### config.mk
export PLATFORM = sky130hd
export DESIGN_NAME = alu_md_control_flat
export DESIGN_NICKNAME = d
export VERILOG_FILES = /design/src/rtl/alu_md_control_pkg.sv /design/src/rtl/alu_md_control_if.sv /design/src/rtl/md_iter_unit.sv /design/src/rtl/alu_md_control.sv /design/src/flat_wrapper.sv
export SDC_FILE = /design/constraint.sdc
export NUM_CORES = 1
export LEC_CHECK = 0
export ABC_AREA = 1
export BUFFER_PORTS_ARGS = -buffer_cell sky130_fd_sc_hd__buf_4
export CAP_MARGIN = 20
export CORE_UTILIZATION = 48
export DETAILED_ROUTE_END_ITERATION = 10
export PLACE_DENSITY = 0.64
export RECOVER_POWER = 25
export SYNTH_ARGS = -nofsm -noshare
export SYNTH_HDL_FRONTEND = slang
export SYNTH_SLANG_ARGS = --single-unit
### constraint.sdc
create_clock -name clk -period 11.95 [get_ports clk]
set_clock_uncertainty 0.1 [all_clocks]
set_input_delay 0.5975 -clock clk [delete_from_list [all_inputs] [get_ports clk]]
set_output_delay 0.5975 -clock clk [all_outputs]
set_load 0.01 [all_outputs]
### src/rtl/alu_md_control_pkg.sv
// alu_md_control shared definitions
// ALUop codes, M-extension func codes, FSM states
package alu_md_control_pkg;

  localparam logic [3:0] ALUOP_LS   = 4'b0000;
  localparam logic [3:0] ALUOP_NONE = 4'b1111;

  localparam logic [6:0] M_FUNC7 = 7'b0000001;

  localparam logic [2:0] F3_MUL    = 3'b000;
  localparam logic [2:0] F3_MULH   = 3'b001;
  localparam logic [2:0] F3_MULHSU = 3'b010;
  localparam logic [2:0] F3_MULHU  = 3'b011;
  localparam logic [2:0] F3_DIV    = 3'b100;
  localparam logic [2:0] F3_DIVU   = 3'b101;
  localparam logic [2:0] F3_REM    = 3'b110;
  localparam logic [2:0] F3_REMU   = 3'b111;

  typedef enum logic [1:0] {
    ST_IDLE = 2'b00,
    ST_MUL  = 2'b01,
    ST_DIV  = 2'b10,
    ST_DONE = 2'b11
  } md_state_t;

  function automatic logic signed_a(
    input logic [2:0] f3
  );
    return (f3 == F3_MULH) || (f3 == F3_MULHSU)
        || (f3 == F3_DIV)  || (f3 == F3_REM);
  endfunction

  function automatic logic signed_b(
    input logic [2:0] f3
  );
    return (f3 == F3_MULH) || (f3 == F3_DIV)
        || (f3 == F3_REM);
  endfunction

endpackage

### src/rtl/alu_md_control_if.sv
// alu_md_control ID/EX-side bundle
// master = pipeline, slave = alu_md_control
interface alu_md_control_if #(
  parameter int XLEN    = 32,
  parameter int ALUOP_W = 4
);
  logic               valid_in;
  logic               flush;
  logic               I_type;
  logic               L_type;
  logic               S_type;
  logic               R_type;
  logic               B_type;
  logic               JALR_instr;
  logic [2:0]         func3;
  logic [6:0]         func7;
  logic [XLEN-1:0]    rs1_val;
  logic [XLEN-1:0]    rs2_val;
  logic [ALUOP_W-1:0] ALUop;
  logic               ALUdata_flag;
  logic [XLEN-1:0]    md_result;
  logic               md_done;
  logic               stall_req;

  modport master (
    output valid_in, flush,
    output I_type, L_type, S_type,
    output R_type, B_type, JALR_instr,
    output func3, func7,
    output rs1_val, rs2_val,
    input  ALUop, ALUdata_flag,
    input  md_result, md_done, stall_req
  );

  modport slave (
    input  valid_in, flush,
    input  I_type, L_type, S_type,
    input  R_type, B_type, JALR_instr,
    input  func3, func7,
    input  rs1_val, rs2_val,
    output ALUop, ALUdata_flag,
    output md_result, md_done, stall_req
  );
endinterface

### src/rtl/md_iter_unit.sv
// Radix-2 shift-add multiplier / restoring divider
// sharing one 2*XLEN accumulator, with sign fix-up
module md_iter_unit
  import alu_md_control_pkg::*;
#(
  parameter int XLEN = 32
) (
  input  logic            clk,
  input  logic            rst,
  input  logic            load,
  input  logic            special,
  input  logic            step,
  input  logic            last,
  input  logic [2:0]      func3,
  input  logic [XLEN-1:0] a,
  input  logic [XLEN-1:0] b,
  output logic [XLEN-1:0] md_result
);
  localparam int W2 = 2 * XLEN;

  logic [W2-1:0]   acc_q, acc_d, prod;
  logic [XLEN-1:0] dvs_q, ma, mb;
  logic [XLEN-1:0] q, r, iter_res, spec_res;
  logic [XLEN:0]   sum, hi_ext, trial;
  logic [2:0]      f3_q;
  logic            neg_q, rneg_q, sa, sb;

  // Operand magnitudes and special-case result
  always_comb begin
    sa = signed_a(func3) & a[XLEN-1];
    sb = signed_b(func3) & b[XLEN-1];
    ma = sa ? -a : a;
    mb = sb ? -b : b;
    if (b == '0)
      spec_res = func3[1] ? a : '1;
    else
      spec_res = func3[1] ? '0 : a;
  end

  // One iteration; hi_ext keeps the bit
  // shifted out of the remainder half
  always_comb begin
    sum = {1'b0, acc_q[W2-1:XLEN]}
        + (acc_q[0] ? {1'b0, dvs_q} : '0);
    hi_ext = acc_q[W2-1:XLEN-1];
    trial = hi_ext - {1'b0, dvs_q};
    if (!f3_q[2])
      acc_d = {sum, acc_q[XLEN-1:1]};
    else if (!trial[XLEN])
      acc_d = {trial[XLEN-1:0],
               acc_q[XLEN-2:0], 1'b1};
    else
      acc_d = {hi_ext[XLEN-1:0],
               acc_q[XLEN-2:0], 1'b0};
  end

  // Sign fix-up of the final iteration value
  always_comb begin
    prod = neg_q ? -acc_d : acc_d;
    q = acc_d[XLEN-1:0];
    r = acc_d[W2-1:XLEN];
    if (!f3_q[2])
      iter_res = (f3_q[1:0] == 2'b00)
               ? prod[XLEN-1:0]
               : prod[W2-1:XLEN];
    else if (!f3_q[1])
      iter_res = neg_q ? -q : q;
    else
      iter_res = rneg_q ? -r : r;
  end

  // Operand latch and accumulator
  always_ff @(posedge clk) begin
    if (rst) begin
      acc_q  <= '0;
      dvs_q  <= '0;
      f3_q   <= '0;
      neg_q  <= 1'b0;
      rneg_q <= 1'b0;
    end else if (load) begin
      acc_q  <= {{XLEN{1'b0}},
                 func3[2] ? ma : mb};
      dvs_q  <= func3[2] ? mb : ma;
      f3_q   <= func3;
      neg_q  <= sa ^ sb;
      rneg_q <= sa;
    end else if (step) begin
      acc_q <= acc_d;
    end
  end

  // Result register, updated only on completion
  always_ff @(posedge clk) begin
    if (rst)
      md_result <= '0;
    else if (load && special)
      md_result <= spec_res;
    else if (step && last)
      md_result <= iter_res;
  end

endmodule

### src/rtl/alu_md_control.sv
// EX-stage ALU control with iterative M-ext
// sequencing and hazard-unit stall request
module alu_md_control
  import alu_md_control_pkg::*;
#(
  parameter int XLEN     = 32,
  parameter int ENABLE_M = 1,
  parameter int ALUOP_W  = 4
) (
  input logic             clk,
  input logic             rst,
  alu_md_control_if.slave bus
);
  localparam int CW = $clog2(XLEN);

  md_state_t     state_q, state_d;
  logic [CW-1:0] cnt_q;
  logic [3:0]    op;
  logic          is_md, start, special;
  logic          busy, step, last;

  assign is_md = (ENABLE_M != 0) && bus.R_type
              && (bus.func7 == M_FUNC7);

  // Base ALUop decode; M ops park the ALU
  always_comb begin
    op = ALUOP_NONE;
    priority case (1'b1)
      bus.R_type:
        op = {bus.func7[5], bus.func3};
      bus.I_type:
        op = {(bus.func3 == 3'b101)
              & bus.func7[5], bus.func3};
      bus.B_type:
        op = {3'b001,
              bus.func3[2] & bus.func3[1]};
      bus.L_type, bus.S_type:
        op = ALUOP_LS;
      bus.JALR_instr:
        op = {1'b0, bus.func3};
      default:
        op = ALUOP_NONE;
    endcase
    if (is_md)
      op = ALUOP_NONE;
  end

  assign bus.ALUop = ALUOP_W'(op);
  assign bus.ALUdata_flag = bus.R_type
                          | bus.B_type;

  assign special = bus.func3[2] && (
    (bus.rs2_val == '0) ||
    (!bus.func3[0] &&
     (bus.rs1_val == (XLEN'(1) << (XLEN-1))) &&
     (bus.rs2_val == '1)));

  assign start = (state_q == ST_IDLE)
              && bus.valid_in && is_md
              && !bus.flush;
  assign busy = (state_q == ST_MUL)
             || (state_q == ST_DIV);
  assign step = busy && !bus.flush;
  assign last = (cnt_q == CW'(XLEN-1));

  assign bus.stall_req = start | step;
  assign bus.md_done = (state_q == ST_DONE);

  // Next-state sequencing
  always_comb begin
    state_d = state_q;
    unique case (state_q)
      ST_IDLE:
        if (start) begin
          if (!bus.func3[2])
            state_d = ST_MUL;
          else if (special)
            state_d = ST_DONE;
          else
            state_d = ST_DIV;
        end
      ST_MUL, ST_DIV:
        if (bus.flush)
          state_d = ST_IDLE;
        else if (last)
          state_d = ST_DONE;
      ST_DONE:
        state_d = ST_IDLE;
    endcase
  end

  // State register and iteration counter
  always_ff @(posedge clk) begin
    if (rst) begin
      state_q <= ST_IDLE;
      cnt_q   <= '0;
    end else begin
      state_q <= state_d;
      if (start)
        cnt_q <= '0;
      else if (step)
        cnt_q <= cnt_q + 1'b1;
    end
  end

  md_iter_unit #(
    .XLEN(XLEN)
  ) u_iter (
    .clk      (clk),
    .rst      (rst),
    .load     (start),
    .special  (special),
    .step     (step),
    .last     (last),
    .func3    (bus.func3),
    .a        (bus.rs1_val),
    .b        (bus.rs2_val),
    .md_result(bus.md_result)
  );

endmodule

### src/flat_wrapper.sv
// flat-port wrapper written by rule: the top's interface ports become plain ports
module alu_md_control_flat import alu_md_control_pkg::*;
#(
  parameter int XLEN     = 32,
  parameter int ENABLE_M = 1,
  parameter int ALUOP_W  = 4
)
  (clk, rst, bus_valid_in, bus_flush, bus_I_type, bus_L_type, bus_S_type, bus_R_type, bus_B_type, bus_JALR_instr, bus_func3, bus_func7, bus_rs1_val, bus_rs2_val, bus_ALUop, bus_ALUdata_flag, bus_md_result, bus_md_done, bus_stall_req);
  alu_md_control_if #(.XLEN(XLEN), .ALUOP_W(ALUOP_W)) bus_i ();
  input logic clk;
  input logic rst;
  input wire logic [$bits(bus_i.valid_in)-1:0] bus_valid_in;
  input wire logic [$bits(bus_i.flush)-1:0] bus_flush;
  input wire logic [$bits(bus_i.I_type)-1:0] bus_I_type;
  input wire logic [$bits(bus_i.L_type)-1:0] bus_L_type;
  input wire logic [$bits(bus_i.S_type)-1:0] bus_S_type;
  input wire logic [$bits(bus_i.R_type)-1:0] bus_R_type;
  input wire logic [$bits(bus_i.B_type)-1:0] bus_B_type;
  input wire logic [$bits(bus_i.JALR_instr)-1:0] bus_JALR_instr;
  input wire logic [$bits(bus_i.func3)-1:0] bus_func3;
  input wire logic [$bits(bus_i.func7)-1:0] bus_func7;
  input wire logic [$bits(bus_i.rs1_val)-1:0] bus_rs1_val;
  input wire logic [$bits(bus_i.rs2_val)-1:0] bus_rs2_val;
  output wire logic [$bits(bus_i.ALUop)-1:0] bus_ALUop;
  output wire logic [$bits(bus_i.ALUdata_flag)-1:0] bus_ALUdata_flag;
  output wire logic [$bits(bus_i.md_result)-1:0] bus_md_result;
  output wire logic [$bits(bus_i.md_done)-1:0] bus_md_done;
  output wire logic [$bits(bus_i.stall_req)-1:0] bus_stall_req;
  assign bus_i.valid_in = bus_valid_in;
  assign bus_i.flush = bus_flush;
  assign bus_i.I_type = bus_I_type;
  assign bus_i.L_type = bus_L_type;
  assign bus_i.S_type = bus_S_type;
  assign bus_i.R_type = bus_R_type;
  assign bus_i.B_type = bus_B_type;
  assign bus_i.JALR_instr = bus_JALR_instr;
  assign bus_i.func3 = bus_func3;
  assign bus_i.func7 = bus_func7;
  assign bus_i.rs1_val = bus_rs1_val;
  assign bus_i.rs2_val = bus_rs2_val;
  assign bus_ALUop = bus_i.ALUop;
  assign bus_ALUdata_flag = bus_i.ALUdata_flag;
  assign bus_md_result = bus_i.md_result;
  assign bus_md_done = bus_i.md_done;
  assign bus_stall_req = bus_i.stall_req;
  alu_md_control #(.XLEN(XLEN), .ENABLE_M(ENABLE_M), .ALUOP_W(ALUOP_W)) u_core (.clk(clk), .rst(rst), .bus(bus_i));
endmodule
**After elaboration in Yosys (flattened, before gate mapping)**

Cells that the tools add are included.

- Output and inout bits: 39
- Input bits: 84
- Register bits: 140
- Logic and storage cells: 98

- Muxes and demuxes: 32
- Reduce and logical (&&, ||, !) cells: 28
- Equality and inequality tests: 14
- $add $sub $neg: 8
- Bitwise operators: 7

Operator list:

| operator | count |
|---|---|
| 2-to-1 mux 32 bit | 17 |
| 2-to-1 mux 64 bit | 3 |
| negation 32 bit | 4 |
| equality test 32 bit, second input constant | 2 |
| negation 64 bit | 1 |
| adder 32 x 32 -> 33 bit | 1 |
| subtractor 33 x 32 -> 33 bit | 1 |
| logical NOT 32 bit | 1 |
| 2-to-1 mux 4 bit | 6 |
| logical AND 1 bit | 10 |
| equality test 3 bit, second input constant | 3 |
| 2-to-1 mux 2 bit | 4 |
| equality test 7 x 1 -> 1 bit, second input constant | 1 |
| logical OR 1 bit | 7 |
| one-hot mux 2 bit (3 select lines) | 1 |
| OR reduction 2 bit | 3 |
| adder 5 x 1 -> 5 bit, second input constant | 1 |
| equality test 5 bit, second input constant | 1 |
| AND 1 bit | 4 |
| equality test 2 bit, second input constant | 2 |
| logical NOT 2 bit | 2 |
| nonzero test 2 bit | 2 |
| equality test 3 x 1 -> 1 bit, second input constant | 1 |
| equality test 3 x 2 -> 1 bit, second input constant | 1 |
| other kinds (8) | 10 |

**Logic depth before layout (Yosys ltp)**

- Word-level depth: 9
- Depth in mapped cells: 37
- Mapped depth without buffers: 36

**Modules after synthesis**

From an unflattened synthesis, not the netlist that was laid out.

- Cells, all modules: 3454
- Area total of the unflattened synthesis: 18761.7 um^2

Modules (own cells, without submodules):

| module | sequential area each (um^2) | area an instance (um^2) | cells an instance | times used |
|---|---|---|---|---|
| md_iter_unit | 2662.6 | 17839.6 | 3289 | 1 |
| alu_md_control | 140.1 | 922.1 | 165 | 1 |

**Least setup slack after synthesis**

No wires, ideal clock.

- Kind: reg-to-reg
- Start point: reg u_core.u_iter.acc_q[31]
- End point: reg u_core.u_iter.md_result[30]
- Setup slack: 7.699 ns
- Setup time: 0.132 ns
- Data arrival time: 4.019 ns
- Required time: 11.718 ns
- Cell stages (with the launch flop): 37
- Clock period less this slack: 4.251 ns
- Path buffers: 1
- Cells stage by stage: dfxtp_1 > inv_1 > ha_1 > inv_1 > fa_1 > nand2_1 > nand2_1 > nand3_1 > nand2_2 > nand2_1 > nand2_2 > nand2_4 > nand2_4 > nand2_4 > nand2_4 > buf_6 > a21boi_4 > ha_1 > nand3_1 > nor2_1 > nand2_1 > nor2_1 > nand3_1 > nor3_1 > nand4_1 > nor2_1 > nand4_1 > nor2_1 > nand3_1 > o21ai_1 > nand2_1 > nand2_1 > nand3_1 > nand2_1 > nand3_1 > nand2_1 > a21oi_1

- Cells in the longest elaborated chain, start to end: 9
- Elaborated cells between the ends (all ways): 14
- Classes of those cells: 4 x add/sub; 10 x mux

RTL lines:

| item | line | RTL |
|---|---|---|
| start, declared | md_iter_unit.sv:21 | `logic [W2-1:0] acc_q, acc_d, prod;` |
| start signal, assigned | md_iter_unit.sv:81 | `acc_q <= {{XLEN{1'b0}},` |
| subtractor 33 x 32 -> 33 bit | md_iter_unit.sv:46 | `trial = hi_ext - {1'b0, dvs_q};` |
| 2-to-1 mux 64 bit | md_iter_unit.sv:49 | `else if (!trial[XLEN])` |
| 2-to-1 mux 64 bit * | md_iter_unit.sv:47 | `if (!f3_q[2])` |
| negation 64 bit (tied with other cells) | md_iter_unit.sv:59 | `prod = neg_q ? -acc_d : acc_d;` |
| 2-to-1 mux 64 bit (tied with other cells) | md_iter_unit.sv:59 |  |
| 2-to-1 mux 32 bit, on equally long branches | md_iter_unit.sv:64, md_iter_unit.sv:66 |  |
| 2-to-1 mux 32 bit * | md_iter_unit.sv:62 | `if (!f3_q[2])` |
| 2-to-1 mux 32 bit * | md_iter_unit.sv:98 | `else if (step && last)` |
| 2-to-1 mux 32 bit * | md_iter_unit.sv:96 | `else if (load && special)` |
| end signal, assigned | md_iter_unit.sv:97 | `md_result <= spec_res;` |
| end signal, assigned | md_iter_unit.sv:99 | `md_result <= iter_res;` |
| end, declared | md_iter_unit.sv:17 | `output logic [XLEN-1:0] md_result` |

Mark *: on every way between the ends. The rest lies on a longest branch, timed or not. The select of a mux whose other input is x is not followed.
A chain may end at the register's enable or synchronous reset.

**Worst setup path in the final report**

- Start point: in bus_func7[1]
- End point: reg u_core.u_iter.dvs_q[21]

- Cells in the longest elaborated chain, start to end: 4

RTL lines:

| item | line | RTL |
|---|---|---|
| start, declared | flat_wrapper.sv:21 | `input wire logic [$bits(bus_i.func7)-1:0] bus_func7;` |
| equality test 7 x 1 -> 1 bit | alu_md_control.sv:23 | `&& (bus.func7 == M_FUNC7);` |
| logical AND 1 bit | alu_md_control.sv:23 |  |
| logical AND 1 bit | alu_md_control.sv:59 | `&& bus.valid_in && is_md` |
| logical AND 1 bit | alu_md_control.sv:60 | `&& !bus.flush;` |
| end signal, assigned | md_iter_unit.sv:83 | `dvs_q <= func3[2] ? mb : ma;` |
| end, declared | md_iter_unit.sv:22 | `logic [XLEN-1:0] dvs_q, ma, mb;` |

Every way passes these cells.

==> impl_metrics.yaml <==
outcome:
  violations: "capacitance limit, slew limit"
  status: "complete, but fails checks"
timing:
  totalNegativeSetupSlack_ns: 0
  post-route-min-period_ns: 6.305
  post-route-period-util_pct: 52.76
  drv_slew: 65
  rsz0062_at_grt: "no"
  hold_viol_final: 0
  worst_slew_pin_slew_ns: 2.106
  slew-limit-headroom_pct: -40.38
  final.setup.worst_slack_ns: 5.645
  fmax_mhz: 158.6
  setup_viol: 0
layout:
  drive_above_1_share_pct: 7.126
  fin_nets: 3501
  nFillCells: 3951
  area_delta_synth_final_pct: 8.910
worst_setup_path:
  r2r-end: "u_core.u_iter.dvs_q[21]"
  required_ns: 12.26
  ff2ff_path_depth: 13
  end_kind: "flop"
  worstPathArrival_ns: 6.61
  path_max_fanout: 38
  critPathLaunchType: "input pin"
  reg2reg_from: "u_core.state_q[0]"
  crit_path_end: "u_core.u_iter.dvs_q[21]"
  critical_path_class: "input pin to flop"
  startpoint: "bus_func7[1]"
  reg2reg_slack_ns: 5.81
yosys:
  postSynthNetCount: 3457
  syn_avg_cell_area_um2: 5.503
  synthCells: 3297
  synth_top_area_share_pct: 20.90
  ys_warn_count: 0
  synth_most_common_cell: "nand2_1"
  synth_ff_type: "dfxtp_1"
  synth-seq-cells: 140
  synth_cell_types: 65
  synth_edf_count: 0
  synth_area_leaders: "nand2_1 (21%), dfxtp_1 (15%), inv_1 (10%)"
  async_flop_share_pct: 0
  syn-cell-area_um2: 18140
  synth_seq_area_share_pct: 15.45
  synth.cells.most_frequent: "nand2_1 (1010), inv_1 (500), nor2_1 (300)"
  synth_top_area_cell: "nand2_1"
clocking:
  cts.sinks: 140
  holdBufCountCts: 0
  clk_pin_slew_ns: 0.07
  cts_buffer_depth: 2
  root_buffer: "clkbuf_16"
  cts_max_level: 4
  cts_resized: 0
  numCtsBuffers: 17
  cts_setup_buffers: 0
  insertion_delay_ns: 0.47
  tritoncts: "yes"
grt:
  grt_max_degree: 81
  grt_pass1_wl_um: 126600
  grt_pass1_vias: 21216
  grt_usage_pct: 43.88
  overflow: 0
  antenna_found_initial: 2
detailed_routing:
  vias: 23076
  ant_nets: 0
  drt-total-wl_um: 85460
  dr.pass1.iters: 7
  drtIter0Drc: 2858
  vias_per_cell: 5.978
  drc_errors: 0
  routedWlPerCell_um: 22.14
worst_hold_path:
  hold_depth: 2
  holdCritPathClass: "flop to flop"
placed_design:
  detailed_place_hpwl_um: 68060
  post-place-ws_ns: 6.727
  place.gp.congestion: 1.097
  io_buffers: 122
power_and_ir_drop:
  p_total_w: 0.005237
  power_per_cell_area_nw_per_um2: 265.0
  peakVddDrop_mv: 0.2348
  p_leak_nw: 10.42
floorplan:
  boundaryPins: 123
  die_w_um: 196.4
  dieArea_um2: 38580
  start_util_pct: 49.21
  core_area_um2: 36870
  die-height_um: 196.4
  placementRows: 70
run:
  cap_violations: 2
==> state kept, by name (all words and copies together) (netlist names) <==
register,count
u_core.u_iter.acc_q,64
u_core.u_iter.dvs_q,32
u_core.u_iter.md_result,32
u_core.cnt_q,5
u_core.u_iter.f3_q,3
u_core.state_q,2
u_core.u_iter.neg_q,1
u_core.u_iter.rneg_q,1
==> per-stage QoR <==
step           util [%]  cell area (µm²)  cells  hold WS, ns
6_report          53.59            19760   3860       0.3669
5_1_grt           53.58            19760   3858       0.3795
4_1_cts           54.01            19920   3858       0.3576
3_5_place_dp      52.44            19340   3826       0.3592
3_3_place_gp      52.44            19340   3826       0.3498
2_1_floorplan         -            18140   3297       0.3289
==> worst max-delay path: stages <==
cell,delay (ns)
buf_4,0.11
nor4_1,0.32
and2_0,0.22
inv_1,0.13
nor4_4,0.15
clkbuf_1,1.24
inv_1,0.82
clkbuf_1,0.40
nor2_1,0.20
clkbuf_1,1.53
nand2_1,0.50
o221ai_1,0.20
nand2_1,0.09
inv_1,0.08
==> cell usage in the layout, fill, tap and decap left out, types with 4 or more instances in the layout <==
cell type,n
o21ai_1,17
o211ai_1,46
a22oi_1,7
a221o_1,4
nor3_1,43
clkinv_1,5
nand3_2,9
nand2_2,22
xor2_1,96
nor2_1,299
o221ai_1,20
o21ai_2,4
a221oi_1,10
inv_2,9
nand4_1,39
a21oi_2,10
or2_2,12
o21a_1,4
a31oi_1,18
dfxtp_1,138
nand3b_1,13
xnor2_1,18
nand2_4,9
nor2_2,12
o21ai_0,220
ha_1,74
nand3_1,256
buf_4,103
or2_0,4
inv_1,500
o22ai_1,10
o21bai_1,13
nor4_1,21
clkbuf_16,17
nand2_1,1010
a21oi_1,164
clkbuf_1,44
==> worst min path at each step <==
stage | startpoint | slack [ns] | endpoint
6_report | u_core.u_iter.md_result[28] | 0.37 | u_core.u_iter.md_result[28]
5_1_grt | u_core.u_iter.f3_q[0] | 0.38 | u_core.u_iter.f3_q[0]
4_1_cts | bus_rs2_val[0] | 0.36 | u_core.u_iter.dvs_q[0]
3_5_place_dp | u_core.u_iter.md_result[28] | 0.36 | u_core.u_iter.md_result[28]
3_3_place_gp | u_core.u_iter.f3_q[0] | 0.35 | u_core.u_iter.f3_q[0]
2_1_floorplan | u_core.u_iter.f3_q[0] | 0.33 | u_core.u_iter.f3_q[0]
==> layer usage <==
layer	global-route usage, %	share of wire (%)
met4	32.73	8.5
met1	52.16	38
met3	8.727	10
met5	0	0.027
met2	70.13	44
==> kinds of logic after synthesis <==
| family | share of synthesized area, % |
|---|---|
| AND/OR/NAND/NOR | 41.60 |
| buffers and inverters | 13.67 |
| AO/OA/AOI/OAI | 18.34 |
| flip-flops | 15.45 |
| XOR/XNOR | 5.503 |
| adder cells (fa/ha/maj) | 5.324 |
| multiplexers | 0.1103 |
==> power breakdown <==
group          total, W  switching (W)  internal [W]
clock          0.000557       0.000250      0.000307
sequential     0.000636      0.0000933      0.000543
combinational   0.00404        0.00294       0.00110
==> area by class of cell <==
type	instances	area [µm²]	share of cell area, %
inverters	515	1934	9.789
repair buffers	145	930.9	4.711
well taps	504	630.6	3.191
flip-flops and latches	140	2808	14.21
clock buffers	22	474.2	2.400
multi-input cells	2522	12870	65.14
clock inverters	10	105.1	0.5319
diodes	2	5.005	0.02533
Note: power is estimated with default switching activity, not from simulation.
